===== src/rtl/hazard_ctrl_pkg.sv =====
// Shared types for the pipeline hazard controller: FSM states, the
// stall/flush control bundle and the default memory watchdog limit.
package hazard_definitions;

    typedef enum logic [1:0] {
        HZ_RUN,
        HZ_MEM_WAIT,
        HZ_ERR
    } hz_state_t;

    localparam int unsigned HZ_MEM_TIMEOUT_DEF = 256;

    typedef struct packed {
        logic pc_stall;
        logic if_id_stall;
        logic if_id_flush;
        logic id_ex_stall;
        logic id_ex_flush;
        logic ex_mem_stall;
        logic mem_wb_flush;
    } hz_ctrl_t;

endpackage


===== src/rtl/hazard_ctrl_perf_cnt.sv =====
// Saturating event counter: increments on i_inc and holds at all-ones.
module hazard_perf_cnt #(
    parameter int unsigned CNT_W = 32
) (
    input  logic             clk,
    input  logic             rst_n,
    input  logic             i_inc,
    output logic [CNT_W-1:0] o_cnt
);

    logic [CNT_W-1:0] r_cnt;

    always_ff @(posedge clk or negedge rst_n) begin
        if (!rst_n) begin
            r_cnt <= '0;
        end else if (i_inc && (r_cnt != '1)) begin
            r_cnt <= r_cnt + 1'b1;
        end
    end

    assign o_cnt = r_cnt;

endmodule


===== src/rtl/hazard_ctrl.sv =====
// Pipeline sequencing controller: load-use stalls, taken-branch flushes,
// data-memory wait freezes with a timeout watchdog, and hazard counters.
module hazard_ctrl
    import hazard_definitions::*;
#(
    parameter int unsigned MEM_TIMEOUT = HZ_MEM_TIMEOUT_DEF,
    parameter int unsigned CNT_W       = 32
) (
    input  logic             clk,
    input  logic             rst_n,
    input  logic [4:0]       id_rs1,
    input  logic [4:0]       id_rs2,
    input  logic             id_use_rs1,
    input  logic             id_use_rs2,
    input  logic             ex_MemRead,
    input  logic [4:0]       ex_rd,
    input  logic             ex_br_taken,
    input  logic             mem_access,
    input  logic             mem_ready,
    output logic             pc_stall,
    output logic             if_id_stall,
    output logic             if_id_flush,
    output logic             id_ex_stall,
    output logic             id_ex_flush,
    output logic             ex_mem_stall,
    output logic             mem_wb_flush,
    output logic             mem_timeout_err,
    output logic [CNT_W-1:0] stall_cnt,
    output logic [CNT_W-1:0] flush_cnt,
    output logic [CNT_W-1:0] loaduse_cnt
);

    localparam int unsigned WC_W = $clog2(MEM_TIMEOUT + 1);

    hz_state_t       r_state;
    hz_state_t       w_state_nxt;
    logic [WC_W-1:0] r_wait_cnt;
    logic [WC_W-1:0] w_wait_cnt_nxt;
    logic            w_mem_busy;
    logic            w_frozen;
    logic            w_load_use;
    logic            w_cnt_run;
    hz_ctrl_t        w_ctrl;

    assign w_mem_busy = mem_access && !mem_ready;
    assign w_frozen   = w_mem_busy || (r_state == HZ_ERR);
    assign w_load_use = ex_MemRead && (ex_rd != 5'd0) &&
                        ((id_use_rs1 && (id_rs1 == ex_rd)) ||
                         (id_use_rs2 && (id_rs2 == ex_rd)));

    always_ff @(posedge clk or negedge rst_n) begin
        if (!rst_n) begin
            r_state    <= HZ_RUN;
            r_wait_cnt <= '0;
        end else begin
            r_state    <= w_state_nxt;
            r_wait_cnt <= w_wait_cnt_nxt;
        end
    end

    // Leaving MEM_WAIT on any non-busy cycle keeps the watchdog tied to
    // consecutive stalled cycles only.
    always_comb begin : next_state
        w_state_nxt    = r_state;
        w_wait_cnt_nxt = r_wait_cnt;
        unique case (r_state)
            HZ_RUN: begin
                if (w_mem_busy) begin
                    w_state_nxt    = HZ_MEM_WAIT;
                    w_wait_cnt_nxt = '0;
                end
            end
            HZ_MEM_WAIT: begin
                if (!w_mem_busy) begin
                    w_state_nxt = HZ_RUN;
                end else if (r_wait_cnt == WC_W'(MEM_TIMEOUT - 1)) begin
                    w_state_nxt = HZ_ERR;
                end else if (r_wait_cnt != '1) begin
                    w_wait_cnt_nxt = r_wait_cnt + 1'b1;
                end
            end
            HZ_ERR: begin
            end
            default: begin
                w_state_nxt = HZ_RUN;
            end
        endcase
    end

    // Branch beats load-use because the ID instruction is discarded anyway.
    always_comb begin : ctrl_out
        w_ctrl = '0;
        if (w_frozen) begin
            w_ctrl.pc_stall     = 1'b1;
            w_ctrl.if_id_stall  = 1'b1;
            w_ctrl.id_ex_stall  = 1'b1;
            w_ctrl.ex_mem_stall = 1'b1;
            w_ctrl.mem_wb_flush = 1'b1;
        end else if (ex_br_taken) begin
            w_ctrl.if_id_flush = 1'b1;
            w_ctrl.id_ex_flush = 1'b1;
        end else if (w_load_use) begin
            w_ctrl.pc_stall    = 1'b1;
            w_ctrl.if_id_stall = 1'b1;
            w_ctrl.id_ex_flush = 1'b1;
        end
        if (!rst_n) begin
            w_ctrl = '0;
        end
    end

    assign pc_stall        = w_ctrl.pc_stall;
    assign if_id_stall     = w_ctrl.if_id_stall;
    assign if_id_flush     = w_ctrl.if_id_flush;
    assign id_ex_stall     = w_ctrl.id_ex_stall;
    assign id_ex_flush     = w_ctrl.id_ex_flush;
    assign ex_mem_stall    = w_ctrl.ex_mem_stall;
    assign mem_wb_flush    = w_ctrl.mem_wb_flush;
    assign mem_timeout_err = (r_state == HZ_ERR);

    assign w_cnt_run = (r_state != HZ_ERR);

    hazard_perf_cnt #(.CNT_W(CNT_W)) u_stall_cnt (
        .clk   (clk),
        .rst_n (rst_n),
        .i_inc (w_cnt_run && w_ctrl.pc_stall),
        .o_cnt (stall_cnt)
    );

    hazard_perf_cnt #(.CNT_W(CNT_W)) u_flush_cnt (
        .clk   (clk),
        .rst_n (rst_n),
        .i_inc (w_cnt_run && w_ctrl.if_id_flush),
        .o_cnt (flush_cnt)
    );

    hazard_perf_cnt #(.CNT_W(CNT_W)) u_loaduse_cnt (
        .clk   (clk),
        .rst_n (rst_n),
        .i_inc (w_cnt_run && !w_frozen && !ex_br_taken && w_load_use),
        .o_cnt (loaduse_cnt)
    );

endmodule


===== config.mk =====
export PLATFORM = sky130hd
export DESIGN_NAME = hazard_ctrl
export DESIGN_NICKNAME = d
export VERILOG_FILES = /design/src/rtl/hazard_ctrl_pkg.sv /design/src/rtl/hazard_ctrl_perf_cnt.sv /design/src/rtl/hazard_ctrl.sv
export SDC_FILE = /design/constraint.sdc
export NUM_CORES = 1
export LEC_CHECK = 0
export CORE_MARGIN = 2
export CORE_UTILIZATION = 50
export CTS_CLUSTER_SIZE = 20
export DETAILED_ROUTE_END_ITERATION = 10
export PLACE_DENSITY = 0.87
export SYNTH_ARGS = -nofsm -noshare
export SYNTH_HDL_FRONTEND = slang
export SYNTH_SLANG_ARGS = --single-unit

===== constraint.sdc =====
create_clock -name clk -period 2.8 [get_ports clk]
set_input_delay 0.56 -clock clk [delete_from_list [all_inputs] [get_ports clk]]
set_output_delay 0.56 -clock clk [all_outputs]
set_load 0.005 [all_outputs]

==> Word-level counts from Yosys, hierarchy flattened <==
Cells that the tools add are included.
{ "word_totals": {"ff_bits": 107, "inputBits": 23, "out_inout_bits": 104} }
{ "op_classes": {"reduce_logical": 23, "muxes": 20, "addsub": 4, "eq_ne": 15, "bitwise": 1} }
{ "ops": {"columns": ["operator", "n"], "rows": [
  ["$add 32x1->32 const B", 3],
  ["$ne 32x32->1 const B", 3],
  ["$mux 9", 4],
  ["$pmux 9 s2", 1],
  ["$mux 2", 7],
  ["$logic_and 1x1->1", 13],
  ["$eq 5x5->1", 2],
  ["$ne 2x2->1 const B", 5],
  ["$add 9x1->9 const B", 1],
  ["$eq 9x8->1 const B", 1],
  ["$ne 9x9->1 const B", 1],
  ["$mux 7", 1],
  ["$mux 1", 6],
  ["$pmux 2 s3", 1],
  ["$reduce_and 5->1", 1],
  ["$reduce_bool 5->1", 1],
  ["$logic_not 1->1", 3],
  ["$ne 3x3->1 const B", 1],
  ["$reduce_and 3->1", 1],
  ["$eq 2x1->1 const B", 1],
  ["$eq 2x2->1 const B", 1],
  ["$logic_not 2->1", 1],
  ["$logic_or 1x1->1", 2],
  ["$reduce_bool 2->1", 1],
  ["$not 1->1", 1]
]} }

==> Longest topological paths before layout <==
Gate-level depths: netlist of the first run.
{ "depth": {"ltp_word": 10, "mapped_depth": 10, "depth_no_buf": 10} }

==> By module <==
From an unflattened synthesis of the first run, not the netlist that was laid out.
{ "hier_totals": {"cells_unflattened": 539, "hier_area_um2": 5662.9} }
{ "modules_own_cells": {"columns": ["module", "cells_per_inst", "instances", "area_each_um2"], "rows": [
  ["hazard_perf_cnt", 151, 3, 1624.1],
  ["hazard_ctrl", 86, 1, 790.8]
]} }

==> Least setup slack after synthesis of the first run <==
OpenSTA, ideal clock, no wires.
{ "synth_timing": {"path_type": "input-to-reg", "from": "input port ex_rd[3]", "to": "register u_stall_cnt.r_cnt[16], in the netlist u_stall_cnt.o_cnt[16]", "path_slack_ns": 0.233, "t_required_ns": 2.676, "cell_stages": 7, "setup_ns": 0.124, "arrival_ns": 2.443, "path_cell_list": "xor2_1 nor4_2 a32oi_1 o311a_1 or3_4 or3_4 xnor2_2"} }
{ "synth_via": {"elab_chain_len": 10} }
{ "synth_lines": {"columns": ["item", "line_no", "rtl"], "rows": [
  ["start, declared", "hazard_ctrl.sv:16", "input logic [4:0] ex_rd,"],
  ["$eq 5x5->1 (on tied branches)", "hazard_ctrl.sv:48, hazard_ctrl.sv:49", null],
  ["$logic_and 1x1->1 (on tied branches)", "hazard_ctrl.sv:48, hazard_ctrl.sv:49", null],
  ["$logic_or 1x1->1", "hazard_ctrl.sv:48", "((id_use_rs1 && (id_rs1 == ex_rd)) ||"],
  ["$logic_and 1x1->1 *", "hazard_ctrl.sv:47", "assign w_load_use = ex_MemRead && (ex_rd != 5'd0) &&"],
  ["$mux 2 *", "hazard_ctrl.sv:102", "end else if (w_load_use) begin"],
  ["$mux 2 *", "hazard_ctrl.sv:99", "end else if (ex_br_taken) begin"],
  ["$mux 2 *", "hazard_ctrl.sv:93", "if (w_frozen) begin"],
  ["$mux 7 *", "hazard_ctrl.sv:107", "if (!rst_n) begin"],
  ["$logic_and 1x1->1 *", "hazard_ctrl.sv:126", ".i_inc (w_cnt_run && w_ctrl.pc_stall),"],
  ["$logic_and 1x1->1 *", "hazard_ctrl_perf_cnt.sv:16", "end else if (i_inc && (r_cnt != '1)) begin"],
  ["end signal, assigned", "hazard_ctrl_perf_cnt.sv:17", "r_cnt <= r_cnt + 1'b1;"],
  ["end, declared", "hazard_ctrl_perf_cnt.sv:11", "logic [CNT_W-1:0] r_cnt;"]
]} }
Mark *: on every way between the ends. The rest lies on a longest branch, timed or not.
A chain may end at the register's enable or synchronous reset.

==> Worst setup path in the final report of the first run <==
{ "layout_timing": {"from": "input port id_rs1[3]", "to": "output port pc_stall"} }
{ "layout_via": {"elab_chain_len": 8} }
{ "layout_lines": {"columns": ["item", "line_no", "rtl"], "rows": [
  ["start, declared", "hazard_ctrl.sv:11", "input logic [4:0] id_rs1,"],
  ["$eq 5x5->1", "hazard_ctrl.sv:48", null],
  ["$logic_and 1x1->1", "hazard_ctrl.sv:48", null],
  ["$logic_or 1x1->1", "hazard_ctrl.sv:48", null],
  ["$logic_and 1x1->1", "hazard_ctrl.sv:47", null],
  ["$mux 2", "hazard_ctrl.sv:102", null],
  ["$mux 2", "hazard_ctrl.sv:99", null],
  ["$mux 2", "hazard_ctrl.sv:93", null],
  ["$mux 7", "hazard_ctrl.sv:107", null],
  ["end, declared", "hazard_ctrl.sv:20", "output logic pc_stall,"]
]} }
Every way passes these cells.

==> run metrics, run 1 <==
met1 usage between 20% and 30%; I/O pin cnt roughly 130; P_leak approximately 0.0032 uW; RSZ-0062 raised after global routing no; clk root buf clkbuf_8; Setup Slack @ Placement -0.622 ns; Max clock buf depth 2; RePlAce Congestion approximately 0.88; Top Usage Layer GRT met2; Setup Skew about 0.014 ns; starting density of the core 51.4%; WL/cell 15.4 microns; wirelength, routed 12.7 mm; Hold Buf Count CTS 0; launch point of the worst reg-to-reg path r_wait_cnt[0]; met3 Resource Use GR roughly 4%; final hold vios 0; first-pass GRT wire length about 21 mm; Tightest Pin Transition 0.532 ns; clock-pin transition on the worst setup and hold timing paths approximately 0.10 ns; Synth area leaders dfrtp_1, xnor2_1, xor2_1; Pwr Density about 430 mW/mm^2; GRT overflow 0; Post-synth EDFFs 0; most frequent cell after synthesis dfrtp_1; vias in the first global route between 4k and 5k; Skew-Pair Late Insertion Delay between 0.3 and 0.4 ns; Die ar. 0.0115 sq mm; worst vdd ir about 250 uV; Die X around 110 microns; Worst Slack Setup Final ~0.08 ns; total of max-cap violations 0; crit path from id_rs1[3]; FMAX between 300 and 400 MHz; largest net degree at the start of global routing 70; CTS tree done; Avg Cell Area, Syn 10.0 sq um; #FFs+latches synth approximately 110; Synth Warn # 0; Mapped Nets 558; sequential area share after synthesis between 50% and 60%; fillers roughly 770; via count 4403; Synth top area share roughly half; Setup CP Type input port to output port; CTS HTree Levels 3; Residual DRC 0; Post-synth ARST share 100%; antenna-violating nets left 0; period utilization 97.1%; clock sinks 107; Worst slew margin between 60 and 70%; Setup TNS 0 ns; post-synthesis instance area approximately 0.0053 sq mm; number of diodes 0; initial antenna violation count 0; biggest area consumer among synthesized cells dfrtp_1; post-route cell area just over 0.007 sq mm; Die Ht around 110 microns; Synth Flop Type dfrtp_1; Rows 37; hold crit path type input port to asynchronous set/reset pin; post-synthesis cell count around 530; Iter 0 DRT Violations around 220; Core ar. slightly above 0.01 sq mm; Commonest cells post-synth dfrtp_1, nand2_1, xnor2_1; Syn-to-layout area delta 33.5%; placed cell area 0.00688 sq mm; DR pass1 iterations 5; Slew Viols, Final 0; Setup violations, final 0; Worst Path Required about 2.2 ns; startpoint type of the worst setup path input port; DP HPWL about 9.5 mm; Distinct cells, synth 43; Setup crit end kind output port; CP max FO 2; met2 Use GR 39.8%; layout cells sized above 1 roughly 12%; Tmin final between 2 and 3 ns; PortBufs between 100 and 150; gr usage total roughly a quarter; Layout Nets slightly above 700; status finished clean; arrival time at the worst endpoint ~2.2 ns; DR vias/cell ~5.4; Final Core Density 68.7%; number of CTS-inserted buffers 9
==> timing repair <==
item / CTS / global route
buffers inserted: 2 / 0
gates resized for setup: 39 / 7
setup endpoints to repair: 6 / 4
pin swaps: 6 / 4
==> through the flow <==
step                      instances  power (uW)  hold WS (ns)
after detailed placement        804        2180         0.478
after floorplan                 529        1890         0.264
after global routing            821        3200         0.205
after global placement          804        2170         0.452
final                           821        3050         0.201
after CTS                       822        3080         0.194
==> final timing paths <==
check	endpoint	slack, ns	cells past startpoint
setup / recovery	pc_stall	0.08	7
hold / removal	u_flush_cnt.o_cnt[2]	0.20	2
setup reg to reg	r_wait_cnt[4]	0.29	9
hold reg to reg	u_loaduse_cnt.o_cnt[31]	0.50	1
max in group asynchronous	u_stall_cnt.o_cnt[21]	1.74	3
min in group clk	u_loaduse_cnt.o_cnt[31]	0.50	1
==> registers in the layout, summed over array words and instances (netlist names) <==
register             cells
r_state                  2
u_loaduse_cnt.o_cnt     32
u_stall_cnt.o_cnt       32
u_flush_cnt.o_cnt       32
r_wait_cnt               9
==> worst max-delay path, cell delays in order <==
cell and delay [ns]:
dlygate4sd2_1 0.24, xor2_1 0.15, nor4_2 0.29, a32oi_2 0.15
o311a_1 0.40, and2b_2 0.26, clkbuf_2 0.11
==> report_power, final <==
group          internal (uW)  total, uW  switching [uW]  leakage [uW]
combinational            238        419             181       0.00164
clock                    344        902             557     0.0000917
sequential              1620       1730             112       0.00145
total                   2200       3050             851       0.00318
==> cells in the final DEF (no fill, tap or decap), types with 9 or more instances in the layout <==
master and n:
o21ai_0 16, dfrtp_1 107, nand2_1 60, xor2_1 48
inv_1 16, clkdlybuf4s50_1 109, nor3_1 26, and3_1 18
nand3_1 37, buf_4 26, nor4_1 9, xnor2_1 50
nand4_1 22, clkbuf_8 9, nor2_1 36
==> cells by family after synthesis <==
kind of cell / synth area share [%]
muxes: 0.424
adders and majority gates: 1.41
and+or+nand+nor: 25.3
buffers and inverters: 2.43
DFF: 50.4
xor gates and xnor gates: 16.6
AOI/OAI and AO/OA: 3.42
==> cell type report <==
| type | count | area, sq um | area share [%] |
|---|---|---|---|
| clock buffers | 10 | 128 | 1.80 |
| repair buffers | 153 | 1450 | 20.5 |
| flip-flops and latches | 107 | 2680 | 37.8 |
| inverters | 16 | 60.1 | 0.847 |
| clock inverters | 6 | 61.3 | 0.865 |
| multi-input cells | 393 | 2540 | 35.8 |
| well taps | 136 | 170 | 2.40 |
==> per-layer routing <==
layer	part of all wire, %	up-vias	wire (microns)
met3	5.0	20	633
li1	-	2113	-
met5	0	-	0
met2	52	127	6580
met4	1.7	0	219
met1	41	2143	5230
(Power assumes the default switching activity.)
==> run 2: changes to the inputs <==
CORE_MARGIN = unset   (was 2)
==> run metrics, run 2 (synthesis results as in run 1) <==
status finished clean; Top Usage Layer GRT met2; CP max FO 3 (+1); Tightest Pin Transition 0.546 ns (+0.0144 ns); Clock Power Share 31.6% (+2.0 points); worst hold slack 0.151 ns (-0.0497 ns); hold crit path type input port to asynchronous set/reset pin; Die Ht 105 microns (-1.9%); CTS tree done; I/O pin cnt 127 (unchanged); gr usage total 24.4% (+1.1 points); post-route cell area 0.00710 sq mm (+0.19%); total of max-cap violations 0 (unchanged); arrival time at the worst endpoint 2.23 ns (+0.07 ns); Pwr Density 442 mW/mm^2 (+2.8%); most frequent cells in the layout clkdlybuf4s50_1, dfrtp_1, nand2_1, xnor2_1, xor2_1; Reg2Reg Setup Slack 0.29 ns (about the same); antenna-violating nets left 0 (unchanged); Rows 37 (unchanged); period utilization 99.5% (+2.3 points); Setup Slack @ Placement -0.640 ns (-0.0182 ns); met2 Use GR 41.8% (+1.9 points); DR pass1 iterations 7 (+2); clock sinks 107 (unchanged); PortBufs 126 (unchanged); DP HPWL 9.58 mm (+1.0%); GRT overflow 0 (unchanged); Worst Slack Setup Final 0.0146 ns (-0.0654 ns); layout cells sized above 1 11.2% (-0.36 points); Setup violations, final 0 (unchanged); final hold vios 0 (unchanged); FF-to-FF End r_wait_cnt[2]; number of diodes 0 (unchanged); startpoint type of the worst setup path input port; Worst Path Required 2.24 ns (about the same); fillers 743 (-3.3%); Cell Int Power 2280 uW (+3.8%); met1 usage 30.9% (+1.5 points); worst vdd ir 268 uV (+8.6%); RePlAce Congestion 0.858 (-2.7%); switching power total 859 uW (+0.92%); FMAX 359 MHz (-2.3%); commonest non-fill, non-tap cell in the layout clkdlybuf4s50_1; clock-pin transition on the worst setup and hold timing paths 0.11 ns (about the same); share of power burned in registers 55.1% (-1.6 points); CTS HTree Levels 3 (unchanged); Switching Fraction 27.3% (-0.56 points); WL/cell 15.5 microns (+0.72%); Slew Viols, Final 0 (unchanged); Skew-Pair Late Insertion Delay 0.39 ns (+0.02 ns); met3 Resource Use GR 4.18% (+0.23 points); Setup TNS 0 ns (unchanged); number of CTS-inserted buffers 9 (unchanged); Core ar. 0.0103 sq mm (unchanged); first-pass GRT wire length 21.5 mm (+0.23%); P_leak 0.00321 uW (+0.93%); Worst slew margin 63.3% (-1.2 points); Setup CP Type input port to output port; RSZ-0062 raised after global routing yes; Die X 105 microns (-1.9%); initial antenna violation count 0 (unchanged); starting density of the core 51.4% (unchanged); Gate power share 13.3% (-0.4 points); via count 4537 (+3.0%); Setup crit end kind output port; Max clock buf depth 2 (unchanged); Residual DRC 0 (unchanged); Setup Skew 0.0135 ns (-0.000306 ns); Die ar. 0.0110 sq mm (-3.7%); Iter 0 DRT Violations 199 (-8.7%); largest net degree at the start of global routing 46 (-34%); Layout Nets 713 (+0.56%); launch point of the worst reg-to-reg path r_wait_cnt[0]; clk root buf clkbuf_8; Syn-to-layout area delta 33.8%; R2R depth 9 (unchanged); wirelength, routed 12.8 mm (+1.2%); DR vias/cell 5.50 (+2.5%); Tmin final 2.79 ns (+0.0654 ns); vias in the first global route 4483 (+0.63%); placed cell area 0.00689 sq mm (+0.15%)
[run 2: cell types whose count changed in the layout (fill, tap and decap cells not counted), sizes merged]
cell / change
dlymetal6s2s: +1
clkdlybuf4s15: -3
clkinvlp: -1
bufinv: +1
clkdlybuf4s50: +1
clkbuf: -3
dlygate4sd3: +1
dlygate4sd2: +3
inv: +1
buf: +3
[run 2: layer usage]
layer	share of wire [%]	vias up
met5	0	-
met4	2.1	0
met3	4.2	26
met2	52	123
met1	42	2256
li1	-	2132
[run 2: worst max-delay path: stages]
cell,delay [ns]
dlygate4sd2_1,0.28
xor2_1,0.21
nor4_2,0.28
a32oi_1,0.19
o311a_1,0.35
and2b_2,0.25
buf_2,0.12
[run 2: area by class of cell]
| type | count | area [sq um] | share of cell area [%] |
|---|---|---|---|
| sequential | 107 | 2680 | 37.7 |
| multi-input combinational | 393 | 2520 | 35.5 |
| timing repair buffer | 157 | 1470 | 20.7 |
| tap | 136 | 170 | 2.40 |
| clock buffer | 9 | 124 | 1.74 |
| clock inverter | 7 | 81.3 | 1.14 |
| inverter | 16 | 60.1 | 0.846 |
[run 2: worst max path at each step]
| stage | startpoint | endpoint | depth (start not counted) |
|---|---|---|---|
| final | ex_rd[2] | if_id_stall | 7 |
| after global routing | ex_rd[2] | id_ex_flush | 9 |
| after detailed placement | ex_rd[2] | if_id_stall | 6 |
| after CTS | id_rs2[3] | id_ex_flush | 9 |
| after global placement | ex_rd[2] | pc_stall | 6 |
| after floorplan | ex_rd[3] | u_stall_cnt.o_cnt[16] | 7 |
[run 2: power by group through the flow]
stage / registers, uW / logic, uW / clock network (uW)
after global routing: 1740 / 460 / 1060
after detailed placement: 1760 / 425 / 0
final: 1730 / 419 / 992
after CTS: 1730 / 423 / 1010
after floorplan: 1740 / 150 / 0
after global placement: 1750 / 417 / 0
[run 2: timing repair]
item | 4_1_cts | 5_1_grt
hold buffers | 1 | 0
setup endpoints to repair | 5 | 3
hold endpoints to repair | 1 | 0
resized for setup | 27 | 4
setup buffers | 3 | 0
pin swaps | 6 | 1
[run 2: through the flow]
step	utilization, %	total power, uW	cells
finish	68.8	3140	825
floorplan	-	1890	529
global route	68.8	3260	825
global placement	66.7	2170	807
CTS	68.7	3160	825
detailed placement	66.7	2180	807
==> run 3: changes to the inputs <==
CAP_MARGIN = 40   (was unset)
SLEW_MARGIN = 30   (was unset)
clock period = 2.75 ns   (was 2.8 ns; I/O delays follow)
==> run metrics, run 3 (synthesis results as in run 1) <==
status finished clean; clock sinks 107 (unchanged); starting density of the core 51.4% (unchanged); Pwr Density 431 mW/mm^2 (-2.5%); Worst Path Required 2.20 ns (-0.04 ns); Core ar. 0.0103 sq mm (unchanged); launch point of the worst reg-to-reg path r_wait_cnt[0]; startpoint type of the worst setup path input port; gr usage total 25.2% (+0.80 points); number of diodes 0 (unchanged); placed cell area 0.00690 sq mm (+0.22%); most frequent cells in the layout clkdlybuf4s50_1, dfrtp_1, nand2_1, xnor2_1, xor2_1; Syn-to-layout area delta 34.1%; Layout Nets 716 (+0.42%); Reg2Reg Setup Slack 0.25 ns (-0.04 ns); Die ar. 0.0110 sq mm (unchanged); Skew-Pair Late Insertion Delay 0.38 ns (about the same); hold crit path type input port to asynchronous set/reset pin; largest net degree at the start of global routing 45 (-2.2%); period utilization approximately 99%; Rows 37 (unchanged); CP max FO 3 (unchanged); Placed Cells 809 (+0.25%); post-route cell area 0.00712 sq mm (+0.28%); Setup crit end kind output port; worst vdd ir 409 uV (+52%); DP HPWL 9.95 mm (+3.8%); Slew Viols, Final 0 (unchanged); RePlAce Congestion 0.854 (-0.52%); Worst slew margin 63.3% (-0.066 points); Die X 105 microns (unchanged); FF-to-FF End r_wait_cnt[6]; layout cells sized above 1 12.0% (+0.87 points); I/O pin cnt 127 (unchanged); Setup TNS 0 ns (unchanged); DR pass1 iterations 6 (-1); Setup violations, final 0 (unchanged); Max clock buf depth 2 (unchanged); CTS tree done; number of CTS-inserted buffers 9 (unchanged); CTS HTree Levels 3 (unchanged); R2R depth 9 (unchanged); arrival time at the worst endpoint 2.17 ns (-0.06 ns); Tightest Pin Transition 0.551 ns (+0.00519 ns); via count 4504 (-0.73%); worst hold slack 0.163 ns (+0.0113 ns); DR vias/cell 5.46 (-0.73%); FMAX roughly 370 MHz; Setup Skew 0.0105 ns (-0.00300 ns); final hold vios 0 (unchanged); GRT overflow 0 (unchanged); antenna-violating nets left 0 (unchanged); CP Capture Point pc_stall; Residual DRC 0 (unchanged); first-pass GRT wire length 22.1 mm (+2.5%); commonest non-fill, non-tap cell in the layout clkdlybuf4s50_1; PortBufs 126 (unchanged); P_leak 0.00322 uW (+0.25%); vias in the first global route 4580 (+2.2%); Die Ht 105 microns (unchanged); clk root buf clkbuf_8; initial antenna violation count 0 (unchanged); Setup CP Type input port to output port; Iter 0 DRT Violations 170 (-15%); wirelength, routed 13.2 mm (+3.2%); clock-pin transition on the worst setup and hold timing paths 0.09 ns (-0.02 ns); total of max-cap violations 0 (unchanged); WL/cell 16.0 microns (+3.2%); crit path from ex_rd[4]; Tmin final 2.72 ns; Layout Cells excl Fill 825 (unchanged); RSZ-0062 raised after global routing yes
==> run 3: cell count changes in the layout (fill, tap and decap cells not counted), moves of 2 or more <==
| cell | delta |
|---|---|
| inv_6 | -2 |
| buf_6 | +2 |
| clkbuf_2 | +2 |
| xor2_1 | -3 |
| dlygate4sd2_1 | -6 |
| clkbuf_8 | +2 |
| clkdlybuf4s15_1 | +3 |
| buf_4 | +2 |
| xor2_2 | +3 |
==> run 3: metrics by stage <==
step / power (uW) / util, % / worst slack (ns)
2_1_floorplan: 1930 / - / 0.193
3_3_place_gp: 2210 / 66.9 / -0.595
5_1_grt: 3200 / 69.0 / -0.0222
4_1_cts: 3100 / 68.6 / 0.0158
3_5_place_dp: 2220 / 66.9 / -0.624
6_report: 3070 / 69.0 / 0.0341
==> run 3: how the worst min path moves through the flow <==
stage | from | to | slack (ns) | cells after the start
after global placement | rst_n | u_flush_cnt.o_cnt[2] | 0.38 | 1
after floorplan | rst_n | r_state[0] | 0.25 | 0
final | rst_n | u_flush_cnt.o_cnt[3] | 0.16 | 2
after CTS | rst_n | u_flush_cnt.o_cnt[11] | 0.14 | 2
after detailed placement | rst_n | u_flush_cnt.o_cnt[2] | 0.38 | 1
after global routing | rst_n | u_flush_cnt.o_cnt[3] | 0.15 | 2
==> run 3: layout make-up <==
type                            count  area (sq um)
Fill cell                         746          3200
Multi-Input combinational cell    393          2540
Sequential cell                   107          2680
Clock inverter                      2          13.8
Inverter                           16          60.1
Tap cell                          136           170
Clock buffer                       11           151
Timing Repair Buffer              160          1510
==> run 3: routing by layer <==
metal / vias to the layer above / track usage [%] / share of wire [%]
met3: 27 / 5.99 / 4.1
met5: - / 0 / 0
met4: 0 / 8.45 / 2.2
met2: 116 / 44.1 / 52
li1: 2119 / - / -
met1: 2242 / 30.4 / 41
==> run 3: what timing repair did <==
| action | in CTS | in global routing |
|---|---|---|
| hold buffers | 1 | 0 |
| resized for setup | 33 | 17 |
| pin swaps | 5 | 7 |
| setup endpoints to repair | 12 | 6 |
| hold endpoints to repair | 2 | 0 |
| setup buffers | 3 | 1 |
==> run 3: power breakdown <==
group,switching [uW],internal [uW]
Combinational,190,248
Sequential,116,1650
Clock,508,364
==> run 3: worst max-delay path, cell delays in order <==
cell and delay [ns]:
clkdlybuf4s15_1 0.24, xor2_1 0.20, nor4_2 0.24, a32oi_1 0.16, o311a_1 0.40, and2b_2 0.26, buf_2 0.12
